### config.mk
export PLATFORM = sky130hd
export DESIGN_NAME = bcd_bin_flat
export DESIGN_NICKNAME = d
export VERILOG_FILES = /design/src/rtl/bcd_pkg.sv /design/src/rtl/bcd_bin_if.sv /design/src/rtl/bcd_digit_adj.sv /design/src/rtl/bcd_bin.sv /design/src/flat_wrapper.sv
export SDC_FILE = /design/constraint.sdc
export NUM_CORES = 1
export LEC_CHECK = 0
export ABC_AREA = 1
export CORE_ASPECT_RATIO = 2
export CORE_UTILIZATION = 65
export CTS_BUF_LIST = sky130_fd_sc_hd__clkbuf_8
export CTS_CLUSTER_DIAMETER = 200
export DETAILED_ROUTE_END_ITERATION = 6
export DONT_BUFFER_PORTS = 1
export PLACE_DENSITY_LB_ADDON = 0.25
export SLEW_MARGIN = 20
export SYNTH_ARGS = -nofsm -noshare
export SYNTH_HDL_FRONTEND = slang
export SYNTH_SLANG_ARGS = --single-unit
### constraint.sdc
create_clock -name clk -period 3.3 [get_ports clk]
set_clock_uncertainty 0.2 [all_clocks]
set_input_delay 0.66 -clock clk [delete_from_list [all_inputs] [get_ports clk]]
set_output_delay 0.66 -clock clk [all_outputs]
set_load 0.005 [all_outputs]
### src/rtl/bcd_pkg.sv
// Shared constants and state encoding for the BCD <-> binary converters.
package bcd_pkg;

    // Bits per packed BCD digit
    localparam int DIG_W       = 4;
    // Reverse double-dabble correction: digits at or above this get DIG_ADJ_SUB removed
    localparam int DIG_ADJ_TH  = 8;
    localparam int DIG_ADJ_SUB = 3;
    // Largest legal decimal digit
    localparam int DIG_MAX     = 9;

    typedef enum logic [2:0] {
        IDLE  = 3'd0,
        SETUP = 3'd1,
        SHIFT = 3'd2,
        SUB   = 3'd3,
        DONE  = 3'd4
    } state_t;

endpackage

### src/rtl/bcd_bin_if.sv
// Handshake/data bundle for bcd_bin. The err signal only exists when
// BCD_BIN_CHK_EN is defined.
interface bcd_bin_if #(
    parameter int DIGITS = 4,
    parameter int BIN_W  = 14
);
    logic                  en;
    logic [4*DIGITS-1:0]   bcd_d_in;
    logic [BIN_W-1:0]      bin_d_out;
    logic                  rdy;
    logic                  busy;
`ifdef BCD_BIN_CHK_EN
    logic                  err;

    modport master (output en, bcd_d_in, input bin_d_out, rdy, busy, err);
    modport slave  (input en, bcd_d_in, output bin_d_out, rdy, busy, err);
`else
    modport master (output en, bcd_d_in, input bin_d_out, rdy, busy);
    modport slave  (input en, bcd_d_in, output bin_d_out, rdy, busy);
`endif
endinterface

### src/rtl/bcd_digit_adj.sv
// Combinational per-digit correction cell: a digit of 8 or more loses 3.
module bcd_digit_adj
    import bcd_pkg::*;
(
    input  logic [DIG_W-1:0] d,
    output logic [DIG_W-1:0] q
);

    assign q = (d >= DIG_W'(DIG_ADJ_TH)) ? d - DIG_W'(DIG_ADJ_SUB) : d;

endmodule

### src/rtl/bcd_bin.sv
// Sequential packed-BCD to binary converter (reverse double dabble).
// Optional input range check enabled by defining BCD_BIN_CHK_EN.
module bcd_bin
    import bcd_pkg::*;
#(
    parameter int DIGITS = 4,
    parameter int BIN_W  = 14,
    parameter int CNT_W  = 4
) (
    input  logic       clk,
    input  logic       rst,
    bcd_bin_if.slave   bus
);

    localparam int BCD_W = DIG_W * DIGITS;
    localparam int WRK_W = BCD_W + BIN_W;

    state_t                         state;
    // {bcd digits, binary result}; bits migrate from the BCD field into the binary field
    logic [WRK_W-1:0]               work;
    logic [CNT_W-1:0]               cnt;
    logic [DIGITS-1:0][DIG_W-1:0]   adj_q;

    // One correction cell per digit, all looking at the current BCD field
    for (genvar gi = 0; gi < DIGITS; gi++) begin : g_adj
        bcd_digit_adj u_adj (
            .d (work[BIN_W + gi*DIG_W +: DIG_W]),
            .q (adj_q[gi])
        );
    end

`ifdef BCD_BIN_CHK_EN
    logic bad_in;
    logic bad_q;

    // Flag any input nibble outside 0..9
    always_comb begin
        bad_in = 1'b0;
        for (int i = 0; i < DIGITS; i++)
            if (bus.bcd_d_in[i*DIG_W +: DIG_W] > DIG_W'(DIG_MAX)) bad_in = 1'b1;
    end
`endif

    // Conversion FSM with work register, shift counter and registered outputs
    always_ff @(posedge clk) begin
        if (rst) begin
            state         <= IDLE;
            work          <= '0;
            cnt           <= '0;
            bus.rdy       <= 1'b0;
            bus.busy      <= 1'b0;
            bus.bin_d_out <= '0;
`ifdef BCD_BIN_CHK_EN
            bus.err       <= 1'b0;
            bad_q         <= 1'b0;
`endif
        end else begin
            case (state)
                IDLE: begin
                    bus.rdy <= 1'b0;
`ifdef BCD_BIN_CHK_EN
                    bus.err <= 1'b0;
`endif
                    if (bus.en) begin
                        cnt      <= '0;
                        bus.busy <= 1'b1;
`ifdef BCD_BIN_CHK_EN
                        bad_q    <= bad_in;
                        if (bad_in) begin
                            // Zeroed work reg makes DONE publish a zero result
                            work  <= '0;
                            state <= DONE;
                        end else begin
                            work  <= {bus.bcd_d_in, BIN_W'(0)};
                            state <= SETUP;
                        end
`else
                        work  <= {bus.bcd_d_in, BIN_W'(0)};
                        state <= SETUP;
`endif
                    end
                end
                SETUP: state <= SHIFT;
                SHIFT: begin
                    work <= work >> 1;
                    cnt  <= cnt + 1'b1;
                    // The final shift is not followed by a correction pass
                    state <= (cnt == CNT_W'(BIN_W-1)) ? DONE : SUB;
                end
                SUB: begin
                    work  <= {adj_q, work[BIN_W-1:0]};
                    state <= SHIFT;
                end
                DONE: begin
                    bus.bin_d_out <= work[BIN_W-1:0];
                    bus.rdy       <= 1'b1;
                    bus.busy      <= 1'b0;
`ifdef BCD_BIN_CHK_EN
                    bus.err       <= bad_q;
`endif
                    state         <= IDLE;
                end
                default: state <= IDLE;
            endcase
        end
    end

endmodule

### src/flat_wrapper.sv
// flat-port wrapper written by rule: the top's interface ports become plain ports
module bcd_bin_flat import bcd_pkg::*;
#(
    parameter int DIGITS = 4,
    parameter int BIN_W  = 14,
    parameter int CNT_W  = 4
)
  (clk, rst, bus_en, bus_bcd_d_in, bus_bin_d_out, bus_rdy, bus_busy);
  bcd_bin_if #(.DIGITS(DIGITS), .BIN_W(BIN_W)) bus_i ();
  input  logic clk;
  input  logic rst;
  input wire logic [$bits(bus_i.en)-1:0] bus_en;
  input wire logic [$bits(bus_i.bcd_d_in)-1:0] bus_bcd_d_in;
  output wire logic [$bits(bus_i.bin_d_out)-1:0] bus_bin_d_out;
  output wire logic [$bits(bus_i.rdy)-1:0] bus_rdy;
  output wire logic [$bits(bus_i.busy)-1:0] bus_busy;
  assign bus_i.en = bus_en;
  assign bus_i.bcd_d_in = bus_bcd_d_in;
  assign bus_bin_d_out = bus_i.bin_d_out;
  assign bus_rdy = bus_i.rdy;
  assign bus_busy = bus_i.busy;
  bcd_bin #(.DIGITS(DIGITS), .BIN_W(BIN_W), .CNT_W(CNT_W)) u_core (.clk(clk), .rst(rst), .bus(bus_i));
endmodule
Yosys cells after proc, flatten, opt, wreduce, memory -nomap -nowiden --
Cells that the tools add are included.
Storage, ports and cells: flip-flop bits (word level) 53, output and inout bits 16, word-level logic and storage cells 56
Cells by class: $add $sub $neg 5, $lt $le $gt $ge 4, equality and inequality tests 10, mux-type cells 14, bitwise logic cells 1, reductions and logical operators 12
Operators by type and width (count):
- 30-bit one-hot mux with 3 select lines | 1
- 30-bit two-way mux | 1
- 4-bit two-way mux | 5
- 4-bit >= comparator, second input constant | 4
- 4-bit by 2-bit subtractor with 4-bit output, second input constant | 4
- 3-bit AND reduction | 5
- 2-bit != test, second input constant | 5
- 3-bit one-hot mux with 3 select lines | 1
- 4-bit one-hot mux with 2 select lines | 1
- 3-bit by 2-bit equality test with 1-bit output, second input constant | 2
- 3-bit two-way mux | 2
- 4-bit by 1-bit adder with 4-bit output, second input constant | 1
- 4-bit equality test, second input constant | 1
- 1-bit one-hot mux with 2 select lines | 2
- 2-bit AND reduction | 2
- 2-bit nonzero test | 2
- 3-bit by 1-bit equality test with 1-bit output, second input constant | 1
- 3-bit equality test, second input constant | 1
- 3-bit logical NOT | 1
- 3-bit nonzero test | 1
- 2-bit OR reduction | 1
- 1-bit two-way mux | 1
- 1-bit inverter | 1

Logic depth before layout (Yosys ltp) --
depth after elaboration 3, depth in mapped cells 8

Cells and area by module --
A second synthesis with hierarchy kept.
Second synthesis, totals: cells, all modules 415, area, all modules 2916.5 sq um
Modules (own cells, without submodules):
- bcd_bin | times used 1, cells each 351, area each 2561.2 sq um, seq. area each 1061.0 sq um
- bcd_digit_adj | times used 4, cells each 16, area each 88.8 sq um, seq. area each 0.0 sq um

Least setup slack after synthesis --
Ideal clock, no wire load.
kind input -> register, start input port rst, end register u_core.work[14], setup time 0.112 ns, data arrival time 1.332 ns, required time 2.988 ns, slack 1.657 ns, cell stages on the path 5, path buffers 2, cell sequence buf_2 clkinv_1 clkbuf_1 nand2_1 nor2_1
RTL lines:
- from (decl) | line flat_wrapper.sv:11 | input logic rst;
- to (signal assigned) | line bcd_bin.sv:78 | work <= {bus.bcd_d_in, BIN_W'(0)};
- to (signal assigned) | line bcd_bin.sv:85 | work <= work >> 1;
- to (signal assigned) | line bcd_bin.sv:91 | work <= {adj_q, work[BIN_W-1:0]};
- to (decl) | line bcd_bin.sv:20 | logic [WRK_W-1:0] work;

Worst setup path in the final report --
start register u_core.state[2], end register u_core.cnt[2]
Between the ends: cells in the longest elaborated chain, start to end 3, elaborated cells between the ends (all ways) 6
Ends and longest elaborated chain:
- from (decl) | line bcd_bin.sv:18 | state_t state;
- from (signal assigned) | line bcd_bin.sv:88 | state <= (cnt == CNT_W'(BIN_W-1)) ? DONE : SUB;
- 3-bit by 2-bit equality test with 1-bit output or 3-bit logical NOT (tied branches) | line bcd_bin.sv:58 | case (state)
- 2-bit nonzero test (no source line) or 2-bit != test (tied branches)
- 2-bit AND reduction (no source line)
- to (signal assigned) | line bcd_bin.sv:86 | cnt <= cnt + 1'b1;
- to (decl) | line bcd_bin.sv:21 | logic [CNT_W-1:0] cnt;
Parallel ways exist; a longest one is shown, timed or not. A chain may end at the register's enable or synchronous reset.

==> impl_metrics.csv <==
group,metric,value,unit
outcome,status,"completed",
routing,drc,0,
floorplan,ioPinCount,35,
layout,final_cell_mix,"nand2_1, nor2_1, dfxtp_1, nand3_1, inv_1",
setup_path,crit_path_max_fanout,27,
yosys,synth_top_family_by_area,"simple AND/OR/NAND/NOR gates",
setup_path,reg2reg_from,"u_core.state[2]",
setup_path,crit_end,"u_core.cnt[2]",
hold_path,min_from,"rst",
setup_path,worstReg2RegEnd,"u_core.cnt[2]",
yosys,synth_seq_area_share,41.2,%
layout,layout_commonest_cell,"nand2_1",
timing,rsz0062_at_grt,"no",
power_and_ir_drop,irDropWorstVdd,0.425,mV
setup_path,reg2regPathDepth,6,
yosys,syn_area,2580,um^2
layout,antenna_cells,0,
timing,period_needed,1930,ps
setup_path,arrival,1940,ps
yosys,async_reset_ff_share,0,%
routing,ant_nets,0,
yosys,synth_mux_area_share,0,%
clock_network,h-tree-depth,2,
yosys,postSynthCellCount,381,
power_and_ir_drop,power-per-cell-area,520,nW/um^2
hold_path,hp-class,"in2reg",
placed_design,placed_area,2580,um^2
power_and_ir_drop,p_leak,0.00123,uW
setup_path,cp-end-kind,"register",
clock_network,post_cts_buffers,0,
timing,finalCritPeriodShare,58.3,%
clock_network,clkTransAtPathRegs,100,ps
routing,wl,5.32,mm
floorplan,row_count,32,
timing,fmax,0.519,GHz
yosys,synth.largest_area_cell,"dfxtp_1",
timing,fin_tns_setup,0,ps
clock_network,cts.path.max_buffers,2,
floorplan,die_x,46.5,um
clock_network,cts_resized,0,
routing,first_pass_iters,4,
clock_network,cts_buffers,5,
floorplan,core_area,3800,um^2
placed_design,globalplace.congestion,0.821,
clock_network,cts_tree,"yes",
placed_design,hpwl,3.72,mm
routing,via_per_inst,5.31,
yosys,synth_adder_area_share,4.86,%
setup_path,r2r_slack,1370,ps
yosys,synth_nets,410,
global_routing,grt_pass1_wl,8.98,mm
yosys,ys_warn_count,0,
yosys,synth_xor_area_share,1.70,%
yosys,synth_edf_count,0,
routing,drt_iter0_drc,68,
layout,drive_gt1_share,6.61,%
layout,area.growth.synth_to_final,4.76,%
timing,final-max-slew-violation-count,0,
global_routing,grt_max_degree,28,
timing,setup_violations,0,
yosys,avgSynthCellArea,6.76,um^2
yosys,yosys.area_share.simple,37.4,%
setup_path,setup.worst_path.class,"reg2reg",
yosys,synth_top_area_share,41.2,%
setup_path,startpoint_type,"register",
layout,final_nets,406,
layout,final_area,2700,um^2
routing,avgRoutedWirePerCell,12.4,um
yosys,ys_seq_elements,53,
clock_network,clock_latency,310,ps
yosys,yosys_most_used_dff,"dfxtp_1",
setup_path,required,3310,ps
floorplan,die_area,4230,um^2
global_routing,antenna_found_initial,0,
global_routing,grt.total_usage,27.4,%
power_and_ir_drop,power.total,1400,uW
yosys,synth_cell_type_count,21,
timing,hold_viol,0,
layout,fillers,336,
clock_network,cts.sinks,53,
clock_network,root_buffer,"clkbuf_8",
job,maxCapViolations,0,
yosys,synth_area_leaders,"dfxtp_1, nand2_1, nor2_1, nand3_1, ha_1",
floorplan,initial_utilization,67.7,%
timing,tightest_slew,640,ps
timing,relSlewSlack,57.2,%
placed_design,portBuffers,0,
yosys,synth-compound-area-share,8.06,%
global_routing,overflow,0,
layout,multiInputGateArea,1340,um^2
floorplan,die_h,91.0,um
global_routing,grt_pass1_vias,2303,
routing,vias,2278,
setup_path,crit_start,"u_core.state[2]",
clock_network,cts_hold_buf,0,
layout,seqCellArea,1060,um^2
## cell usage after synthesis (4+ instances only)
cell / number
inv_1: 23
ha_1: 10
a21oi_1: 22
dfxtp_1: 53
nand2_1: 126
nand2_2: 8
buf_2: 4
nand3_1: 29
xnor2_1: 4
nor2_1: 64
clkbuf_1: 5
o21ai_0: 15
## layer usage
layer  global-route usage, %  part of all wire (%)  vias up
met3                    5.17                   4.3       12
met1                    26.9                    39     1046
met2                    50.3                    55       50
met5                       0                     0        -
met4                    11.8                   1.8        0
li1                        -                     -     1170
## report_power, final
part	switching, uW	internal [uW]
logic	158	80.0
clock network	211	244
registers	35.7	674
## metrics by stage
step	setup WS, ps	instances	utilization [%]	hold WS, ps
2_1_floorplan	1660	381	-	240
3_3_place_gp	1320	421	67.9	250
3_5_place_dp	1280	421	67.9	259
4_1_cts	1380	429	71.0	208
5_1_grt	1230	429	71.0	199
6_report	1370	429	71.0	204
## worst min path at each step
| stage | end | slack [ps] | cells after the start |
|---|---|---|---|
| floorplan | u_core.work[0] | 240 | 2 |
| global placement | u_core.work[0] | 250 | 2 |
| detailed placement | u_core.work[0] | 260 | 2 |
| CTS | u_core.work[11] | 210 | 1 |
| global route | u_core.work[11] | 200 | 1 |
| finish | u_core.work[11] | 200 | 1 |
## state kept, by name (all words and copies together) (netlist names)
register,cells
u_core.bus.busy,1
u_core.bus.rdy,1
u_core.work,30
u_core.state,3
u_core.bus.bin_d_out,14
u_core.cnt,4
## final cells by class
cell class              count  share of cell area (%)
clock buffers               6                    3.06
clock inverters             2                    1.25
inverters                  27                    3.76
multi-input cells         288                    49.7
flip-flops and latches     53                    39.3
well taps                  51                    2.36
repair buffers              2                   0.556
## worst max-delay path: stages, from the launching register on
cell	delay, ps
dfxtp_1	390
inv_2	140
nand2_4	160
nor2_4	540
nand2_1	150
xor2_1	190
nor2_1	50
## kinds of logic (layout without fill, tap and decap cells)
kind of cell	count (synthesis)	after routing
and+or+nand+nor	232	232
DFF	53	53
AOI/OAI and AO/OA	41	41
buffers and inverters	40	37
adders and majority gates	10	10
xor gates and xnor gates	5	5
No activity file was read; power rests on OpenSTA's default activity.
